===== config.mk =====
export PLATFORM = sky130hd
export DESIGN_NAME = id_ex_stage
export DESIGN_NICKNAME = d
export VERILOG_FILES = /design/src/rtl/id_ex_stage_pkg.sv /design/src/rtl/id_ex_stage_load_use_detect.sv /design/src/rtl/id_ex_stage.sv
export SDC_FILE = /design/constraint.sdc
export NUM_CORES = 1
export LEC_CHECK = 0
export ABC_AREA = 1
export CAP_MARGIN = 15
export CORE_ASPECT_RATIO = 1.2
export CORE_MARGIN = 2
export CORE_UTILIZATION = 30
export DETAILED_ROUTE_END_ITERATION = 8
export PLACE_DENSITY = 0.63
export SYNTH_ARGS = -nofsm -noshare
export SYNTH_HDL_FRONTEND = slang
export SYNTH_HIERARCHICAL = 1
export SYNTH_SLANG_ARGS = --single-unit

===== constraint.sdc =====
create_clock -name clk -period 2.6 [get_ports clk]
set_input_delay 0.78 -clock clk [delete_from_list [all_inputs] [get_ports clk]]
set_output_delay 0.78 -clock clk [all_outputs]
set_load 0.005 [all_outputs]

===== src/rtl/id_ex_stage_pkg.sv =====
`default_nettype none
// ============================================================================
//  Module      : id_ex_stage_pkg
//  Description : Shared types and constants for the ID/EX pipeline register.
//                This package provides:
//                  - the ALUOp encodings decoded by the ALU control block
//                  - the EX-side control bundle
//                  - the bubble control constant
//  Revision    : 1.0 - initial release
// ============================================================================
package id_ex_stage_pkg;

    // ALUOp encodings decoded by the downstream ALU control block.
    localparam logic [1:0] c_aluop_rtype = 2'b00;  // decode via function field
    localparam logic [1:0] c_aluop_sub   = 2'b01;  // subtract / branch compare
    localparam logic [1:0] c_aluop_op111 = 2'b10;  // ALU operation 111
    localparam logic [1:0] c_aluop_add   = 2'b11;  // address add (lw/sw)

    // Control bundle carried through EX. The valid flag travels with the six
    // decoded control bits so that a bubble is a single constant assignment.
    typedef struct packed {
        logic       valid;
        logic       regwrite;
        logic       memtoreg;
        logic       memread;
        logic       memwrite;
        logic       alusrc;
        logic       regdst;
        logic [1:0] aluop;
    } ctrl_t;

    // A bubble writes nothing. With ALUOp=00 and function=0, ALU control
    // selects op 000, which is harmless.
    localparam ctrl_t c_ctrl_bubble = '{
        valid    : 1'b0,
        regwrite : 1'b0,
        memtoreg : 1'b0,
        memread  : 1'b0,
        memwrite : 1'b0,
        alusrc   : 1'b0,
        regdst   : 1'b0,
        aluop    : c_aluop_rtype
    };

endpackage
`default_nettype wire


===== src/rtl/id_ex_stage_load_use_detect.sv =====
`default_nettype none
// ============================================================================
//  Module      : load_use_detect
//  Description : Combinational load-use hazard detection. A hazard exists
//                when all of the following hold:
//                  - EX holds a valid load
//                  - that load's destination (rt) is a source of the live
//                    instruction in ID
//                A branch flush kills the ID instruction, so it also masks
//                the hazard.
//  Ports       : i_ex_valid, i_ex_memread, i_ex_rt - instruction in EX
//                i_id_valid, i_id_rs, i_id_rt,
//                i_id_uses_rt                      - instruction in ID
//                i_flush                           - branch flush
//                o_hazard                          - load-use hazard
//  Revision    : 1.0 - initial release
// ============================================================================
module load_use_detect #(
    parameter int REG_W = 3
) (
    input  logic             i_ex_valid,
    input  logic             i_ex_memread,
    input  logic [REG_W-1:0] i_ex_rt,
    input  logic             i_id_valid,
    input  logic             i_flush,
    input  logic [REG_W-1:0] i_id_rs,
    input  logic [REG_W-1:0] i_id_rt,
    input  logic             i_id_uses_rt,
    output logic             o_hazard
);

    logic w_rs_match;
    logic w_rt_match;
    logic w_ex_is_load;

    assign w_ex_is_load = i_ex_valid & i_ex_memread;
    assign w_rs_match   = (i_ex_rt == i_id_rs);

    // rt only counts as a dependency when the ID instruction reads it
    // (e.g. R-type or store data). It does not count when rt is a destination.
    assign w_rt_match   = i_id_uses_rt & (i_ex_rt == i_id_rt);

    assign o_hazard = w_ex_is_load & i_id_valid & ~i_flush & (w_rs_match | w_rt_match);

endmodule
`default_nettype wire


===== src/rtl/id_ex_stage.sv =====
`default_nettype none
// ============================================================================
//  Module      : id_ex_stage
//  Description : ID/EX pipeline register with load-use hazard detection.
//                On each clock edge the stage does one of the following:
//                  - holds everything on a global stall
//                  - inserts a bubble on a branch flush or a load-use hazard
//                  - loads the ID instruction otherwise
//                It also counts load-use bubbles with a saturating counter.
//  Ports       : clk, rst_n            - clock, async active-low reset
//                stall_i, flush_i      - global freeze, branch kill
//                id_*_i                - decoded instruction from ID
//                ex_*_o                - registered instruction to EX
//                hazard_o              - combinational load-use hazard
//                pc_write_o,
//                if_id_write_o         - upstream write enables
//                bubble_count_o        - saturating load-use bubble count
//  Revision    : 1.0 - initial release
// ============================================================================
module id_ex_stage
    import id_ex_stage_pkg::*;
#(
    parameter int DATA_W = 16,
    parameter int REG_W  = 3,
    parameter int FUNC_W = 4,
    parameter int CNT_W  = 16
) (
    input  logic              clk,
    input  logic              rst_n,
    input  logic              stall_i,
    input  logic              flush_i,
    input  logic              id_valid_i,
    input  logic              id_regwrite_i,
    input  logic              id_memtoreg_i,
    input  logic              id_memread_i,
    input  logic              id_memwrite_i,
    input  logic              id_alusrc_i,
    input  logic              id_regdst_i,
    input  logic [1:0]        id_aluop_i,
    input  logic [FUNC_W-1:0] id_function_i,
    input  logic [DATA_W-1:0] id_rd1_i,
    input  logic [DATA_W-1:0] id_rd2_i,
    input  logic [DATA_W-1:0] id_imm_i,
    input  logic [REG_W-1:0]  id_rs_i,
    input  logic [REG_W-1:0]  id_rt_i,
    input  logic [REG_W-1:0]  id_rd_i,
    input  logic              id_uses_rt_i,
    output logic              ex_valid_o,
    output logic              ex_regwrite_o,
    output logic              ex_memtoreg_o,
    output logic              ex_memread_o,
    output logic              ex_memwrite_o,
    output logic              ex_alusrc_o,
    output logic              ex_regdst_o,
    output logic [1:0]        ex_aluop_o,
    output logic [FUNC_W-1:0] ex_function_o,
    output logic [DATA_W-1:0] ex_rd1_o,
    output logic [DATA_W-1:0] ex_rd2_o,
    output logic [DATA_W-1:0] ex_imm_o,
    output logic [REG_W-1:0]  ex_rs_o,
    output logic [REG_W-1:0]  ex_rt_o,
    output logic [REG_W-1:0]  ex_rd_o,
    output logic              hazard_o,
    output logic              pc_write_o,
    output logic              if_id_write_o,
    output logic [CNT_W-1:0]  bubble_count_o
);

    // ------------------------------------------------------------------
    // Pipeline state
    // ------------------------------------------------------------------
    ctrl_t             r_ctrl;
    logic [FUNC_W-1:0] r_function;
    logic [DATA_W-1:0] r_rd1;
    logic [DATA_W-1:0] r_rd2;
    logic [DATA_W-1:0] r_imm;
    logic [REG_W-1:0]  r_rs;
    logic [REG_W-1:0]  r_rt;
    logic [REG_W-1:0]  r_rd;
    logic [CNT_W-1:0]  r_bubble_count;

    logic              w_hazard;
    logic              w_bubble;
    logic              w_cnt_sat;
    ctrl_t             w_id_ctrl;

    // ------------------------------------------------------------------
    // Hazard detection against the instruction currently held in EX
    // ------------------------------------------------------------------
    load_use_detect #(
        .REG_W (REG_W)
    ) u_load_use_detect (
        .i_ex_valid   (r_ctrl.valid),
        .i_ex_memread (r_ctrl.memread),
        .i_ex_rt      (r_rt),
        .i_id_valid   (id_valid_i),
        .i_flush      (flush_i),
        .i_id_rs      (id_rs_i),
        .i_id_rt      (id_rt_i),
        .i_id_uses_rt (id_uses_rt_i),
        .o_hazard     (w_hazard)
    );

    // Flush already masks w_hazard, so a flush-induced bubble is never counted.
    assign w_bubble  = flush_i | w_hazard;
    assign w_cnt_sat = &r_bubble_count;

    // An invalid ID slot carries no control, even if the decoder
    // produced stray bits for it.
    always_comb begin
        w_id_ctrl = c_ctrl_bubble;
        if (id_valid_i) begin
            w_id_ctrl.valid    = 1'b1;
            w_id_ctrl.regwrite = id_regwrite_i;
            w_id_ctrl.memtoreg = id_memtoreg_i;
            w_id_ctrl.memread  = id_memread_i;
            w_id_ctrl.memwrite = id_memwrite_i;
            w_id_ctrl.alusrc   = id_alusrc_i;
            w_id_ctrl.regdst   = id_regdst_i;
            w_id_ctrl.aluop    = id_aluop_i;
        end
    end

    // ------------------------------------------------------------------
    // ID/EX register: stall > bubble (flush or hazard) > load
    // ------------------------------------------------------------------
    always_ff @(posedge clk or negedge rst_n) begin
        if (!rst_n) begin
            r_ctrl         <= c_ctrl_bubble;
            r_function     <= '0;
            r_rd1          <= '0;
            r_rd2          <= '0;
            r_imm          <= '0;
            r_rs           <= '0;
            r_rt           <= '0;
            r_rd           <= '0;
            r_bubble_count <= '0;
        end else if (!stall_i) begin
            if (w_bubble) begin
                r_ctrl     <= c_ctrl_bubble;
                r_function <= '0;
            end else begin
                r_ctrl     <= w_id_ctrl;
                r_function <= id_function_i;
            end
            // Data and addresses are don't-care under a bubble. They are
            // loaded unconditionally to keep the datapath mux-free.
            r_rd1 <= id_rd1_i;
            r_rd2 <= id_rd2_i;
            r_imm <= id_imm_i;
            r_rs  <= id_rs_i;
            r_rt  <= id_rt_i;
            r_rd  <= id_rd_i;
            if (w_hazard && !w_cnt_sat) begin
                r_bubble_count <= r_bubble_count + CNT_W'(1);
            end
        end
    end

    // ------------------------------------------------------------------
    // Outputs
    // ------------------------------------------------------------------
    assign ex_valid_o     = r_ctrl.valid;
    assign ex_regwrite_o  = r_ctrl.regwrite;
    assign ex_memtoreg_o  = r_ctrl.memtoreg;
    assign ex_memread_o   = r_ctrl.memread;
    assign ex_memwrite_o  = r_ctrl.memwrite;
    assign ex_alusrc_o    = r_ctrl.alusrc;
    assign ex_regdst_o    = r_ctrl.regdst;
    assign ex_aluop_o     = r_ctrl.aluop;
    assign ex_function_o  = r_function;
    assign ex_rd1_o       = r_rd1;
    assign ex_rd2_o       = r_rd2;
    assign ex_imm_o       = r_imm;
    assign ex_rs_o        = r_rs;
    assign ex_rt_o        = r_rt;
    assign ex_rd_o        = r_rd;
    assign bubble_count_o = r_bubble_count;

    assign hazard_o      = w_hazard;
    assign pc_write_o    = ~(w_hazard | stall_i);
    assign if_id_write_o = ~(w_hazard | stall_i);

endmodule
`default_nettype wire


==> results.py <==
metrics = {
    "hold_path": {
        "hp-class": "input port to asynchronous set/reset pin",
    },
    "worst_setup_path": {
        "cp-start-kind": "input port",
        "r2r.worst_path.cells": 11,
        "worstPathRequired_ns": 1.82,
        "path_class": "input port to output pin",
        "arrival_ns": 1.74,
        "cp-end-kind": "output pin",
        "crit_fanout": 3,
    },
    "floorplan": {
        "coreArea_um2": 12500,
        "die_y_um": 127,
        "start_util": 0.304,
        "fp.dieArea_um2": 13600,
        "fp.dieW_um": 107,
        "rows": 45,
        "ios": 164,
    },
    "logic_synthesis": {
        "syn_area_um2": 3790,
        "yosys.area_share.simple": 0.346,
        "syn-num-nets": 554,
        "synth_top_family_by_area": "simple AND/OR/NAND/NOR gates",
        "ys_types": 21,
        "synth_xor_area_frac": 0.0115,
        "synth_seq_cells": 86,
        "synth_area_leaders": "dfrtp_1 (57%), nand2_1 (26%), nand3_1 (3.3%), inv_1 (3.3%), nor2_1 (1.7%)",
        "synth_cells": 478,
        "netlist.area_leader.share": 0.567,
        "synthAdderAreaFrac": 0.00330,
        "ys_warn_count": 6,
        "ys_seq_area_frac": 0.567,
        "yosys.area.top_type": "dfrtp_1",
        "synth.avg_cell_area_um2": 7.94,
        "muxShareOfSynthArea": 0,
        "synth-compound-area-share": 0.0129,
    },
    "sta": {
        "rsz0062_at_grt": "false",
        "relSlewSlack": 0.497,
        "fin_crit_sh": 0.969,
        "holdWs_ns": 0.429,
        "min_period_ns": 2.52,
        "drv_slew": 0,
        "worst-slew-pin-transition_ns": 0.754,
        "hold_viol": 0,
        "fmax_mhz": 397,
        "tns_ns": 0,
        "finalSetupViolCount": 0,
        "worst_clock_skew_ns": 0.00482,
    },
    "placement": {
        "gp_congestion": 0.812,
        "io_buffers": 163,
        "dpl.cell_count": 794,
        "placed_area_um2": 5610,
        "post-dp-hpwl_um": 7310,
    },
    "routing": {
        "via_per_inst": 4.35,
        "ant_nets": 0,
        "vias": 3537,
        "wl_per_cell_um": 12.6,
        "drtIter0Drc": 123,
        "routed_wirelength_um": 10300,
        "drc": 0,
        "firstDrtPassIters": 4,
    },
    "cells_and_area": {
        "fin_cells": 813,
        "drive_gt1_frac": 0.0894,
        "nets": 720,
        "antenna_cells": 0,
        "final_common_cell": "nand2_1",
        "syn2layout_area_growth_pct": 57.2,
        "mostFrequentLayoutCells": "nand2_1 (262), clkdlybuf4s50_1 (149), dfrtp_1 (86)",
        "fin_area_um2": 5970,
    },
    "global_routing": {
        "grt.total_usage": 0.156,
        "grt_pass1_vias": 3529,
        "grt_pass1_wl_um": 17000,
        "gr-total-overflow": 0,
        "grt_max_degree": 73,
        "antenna_found_initial": 0,
    },
    "clock_network": {
        "h-tree-depth": 3,
        "cts_root_buf": "clkbuf_16",
        "clkLatencyLatePin_ns": 0.33,
        "cts_made_buffers": 9,
        "clkSinkCount": 86,
        "tritoncts": "built",
        "cts_hold_buf": 0,
        "clockBufferDepth": 2,
        "path_clk_slew_ns": 0.07,
    },
    "pwr": {
        "leakage_uw": 0.00291,
        "irDropWorstVdd_mv": 0.287,
        "comb_power_share": 0.143,
        "netSwitchingPower_uw": 817,
        "power_density_nw_per_um2": 588,
        "total_power_uw": 3510,
        "power_frac_seq": 0.424,
        "intPower_uw": 2690,
        "switching_share": 0.233,
        "p_clk_frac": 0.433,
    },
    "outcome": {
        "outcome": "finished, final reports clean",
    },
    "flow_run": {
        "maxCapViolCount": 0,
    },
}
[per-layer routing]
metal | vias to the layer above | part of all wire | wire length [um] | global-route usage
li1 | 1771 | - | - | -
met1 | 1637 | 0.42 | 4340 | 0.194
met2 | 115 | 0.50 | 5090 | 0.260
met3 | 14 | 0.061 | 629 | 0.0367
met4 | 0 | 0.018 | 187 | 0.0604
met5 | - | 0 | 0 | 0
[sequential cells by signal (all words and copies together) (netlist names)]
name and cells:
ex_regwrite_o 1, ex_valid_o 1, ex_rt_o 3, ex_function_o 4, ex_rd_o 3, ex_memwrite_o 1, ex_aluop_o 2, ex_memtoreg_o 1
ex_regdst_o 1, ex_imm_o 16, ex_memread_o 1, ex_alusrc_o 1, ex_rd2_o 16, ex_rs_o 3, ex_rd1_o 16, bubble_count_o 16
[cells in the mapped netlist (all sizes together)]
cell,count
clkbuf,10
a21oi,1
ha,1
xor2,3
o21ai,8
inv,36
nand3,25
dfrtp,86
nor2,23
nand2,269
nor3,3
buf,8
xnor2,2
nand4,3
[critical path, cell delays in order]
cell and delay [ns]:
buf_2 0.10, inv_1 0.04, nand2_1 0.05, nand2_1 0.06, nor2_1 0.10, nand2_1 0.08
a21oi_2 0.14, buf_4 0.14, inv_4 0.04, nand2_1 0.06, inv_1 0.05, buf_2 0.12
[worst paths after layout]
check	start	to	slack, ns
worst max-delay path	id_rt_i[2]	if_id_write_o	0.08
worst min-delay path	rst_n	ex_function_o[3]	0.43
worst max register to register	ex_rt_o[2]	ex_aluop_o[1]	0.70
worst min register to register	ex_rd1_o[0]	ex_rd1_o[0]	0.48
max in group asynchronous	rst_n	ex_imm_o[15]	1.54
min in group clk	ex_rd1_o[0]	ex_rd1_o[0]	0.48
[cell families after synthesis]
| logic type | count (synthesis) |
|---|---|
| simple gates | 323 |
| buf+inv | 54 |
| fa+ha+maj | 1 |
| compound gates | 9 |
| flops | 86 |
| xor+xnor | 5 |
[what timing repair did]
action	4_1_cts	5_1_grt
cloned	0	0
endpoints found under the setup margin	3	3
buffers inserted	2	1
pin swaps	10	8
gates resized for setup	34	9
[power groups by stage]
| stage | registers (uW) | logic [uW] | clock network [uW] |
|---|---|---|---|
| final | 1490 | 501 | 1520 |
| after global routing | 1500 | 556 | 1620 |
| after CTS | 1490 | 510 | 1560 |
| after detailed placement | 1510 | 514 | 0 |
| after global placement | 1510 | 511 | 0 |
| after floorplan | 1510 | 129 | 0 |
[layout make-up]
class | instances | area (um2)
Fill cell | 1240 | 6530
Sequential cell | 86 | 2150
Timing Repair Buffer | 173 | 1690
Multi-Input combinational cell | 338 | 1430
Clock buffer | 9 | 225
Tap cell | 164 | 205
Inverter | 36 | 138
Clock inverter | 7 | 128
[through the flow]
step	setup WS (ns)	util
after floorplan	0.256	-
after global placement	-0.640	0.449
after detailed placement	-0.674	0.449
after CTS	0.00274	0.477
after global routing	0.00644	0.477
final	0.0819	0.477
Power figures use the tool's default switching activity.
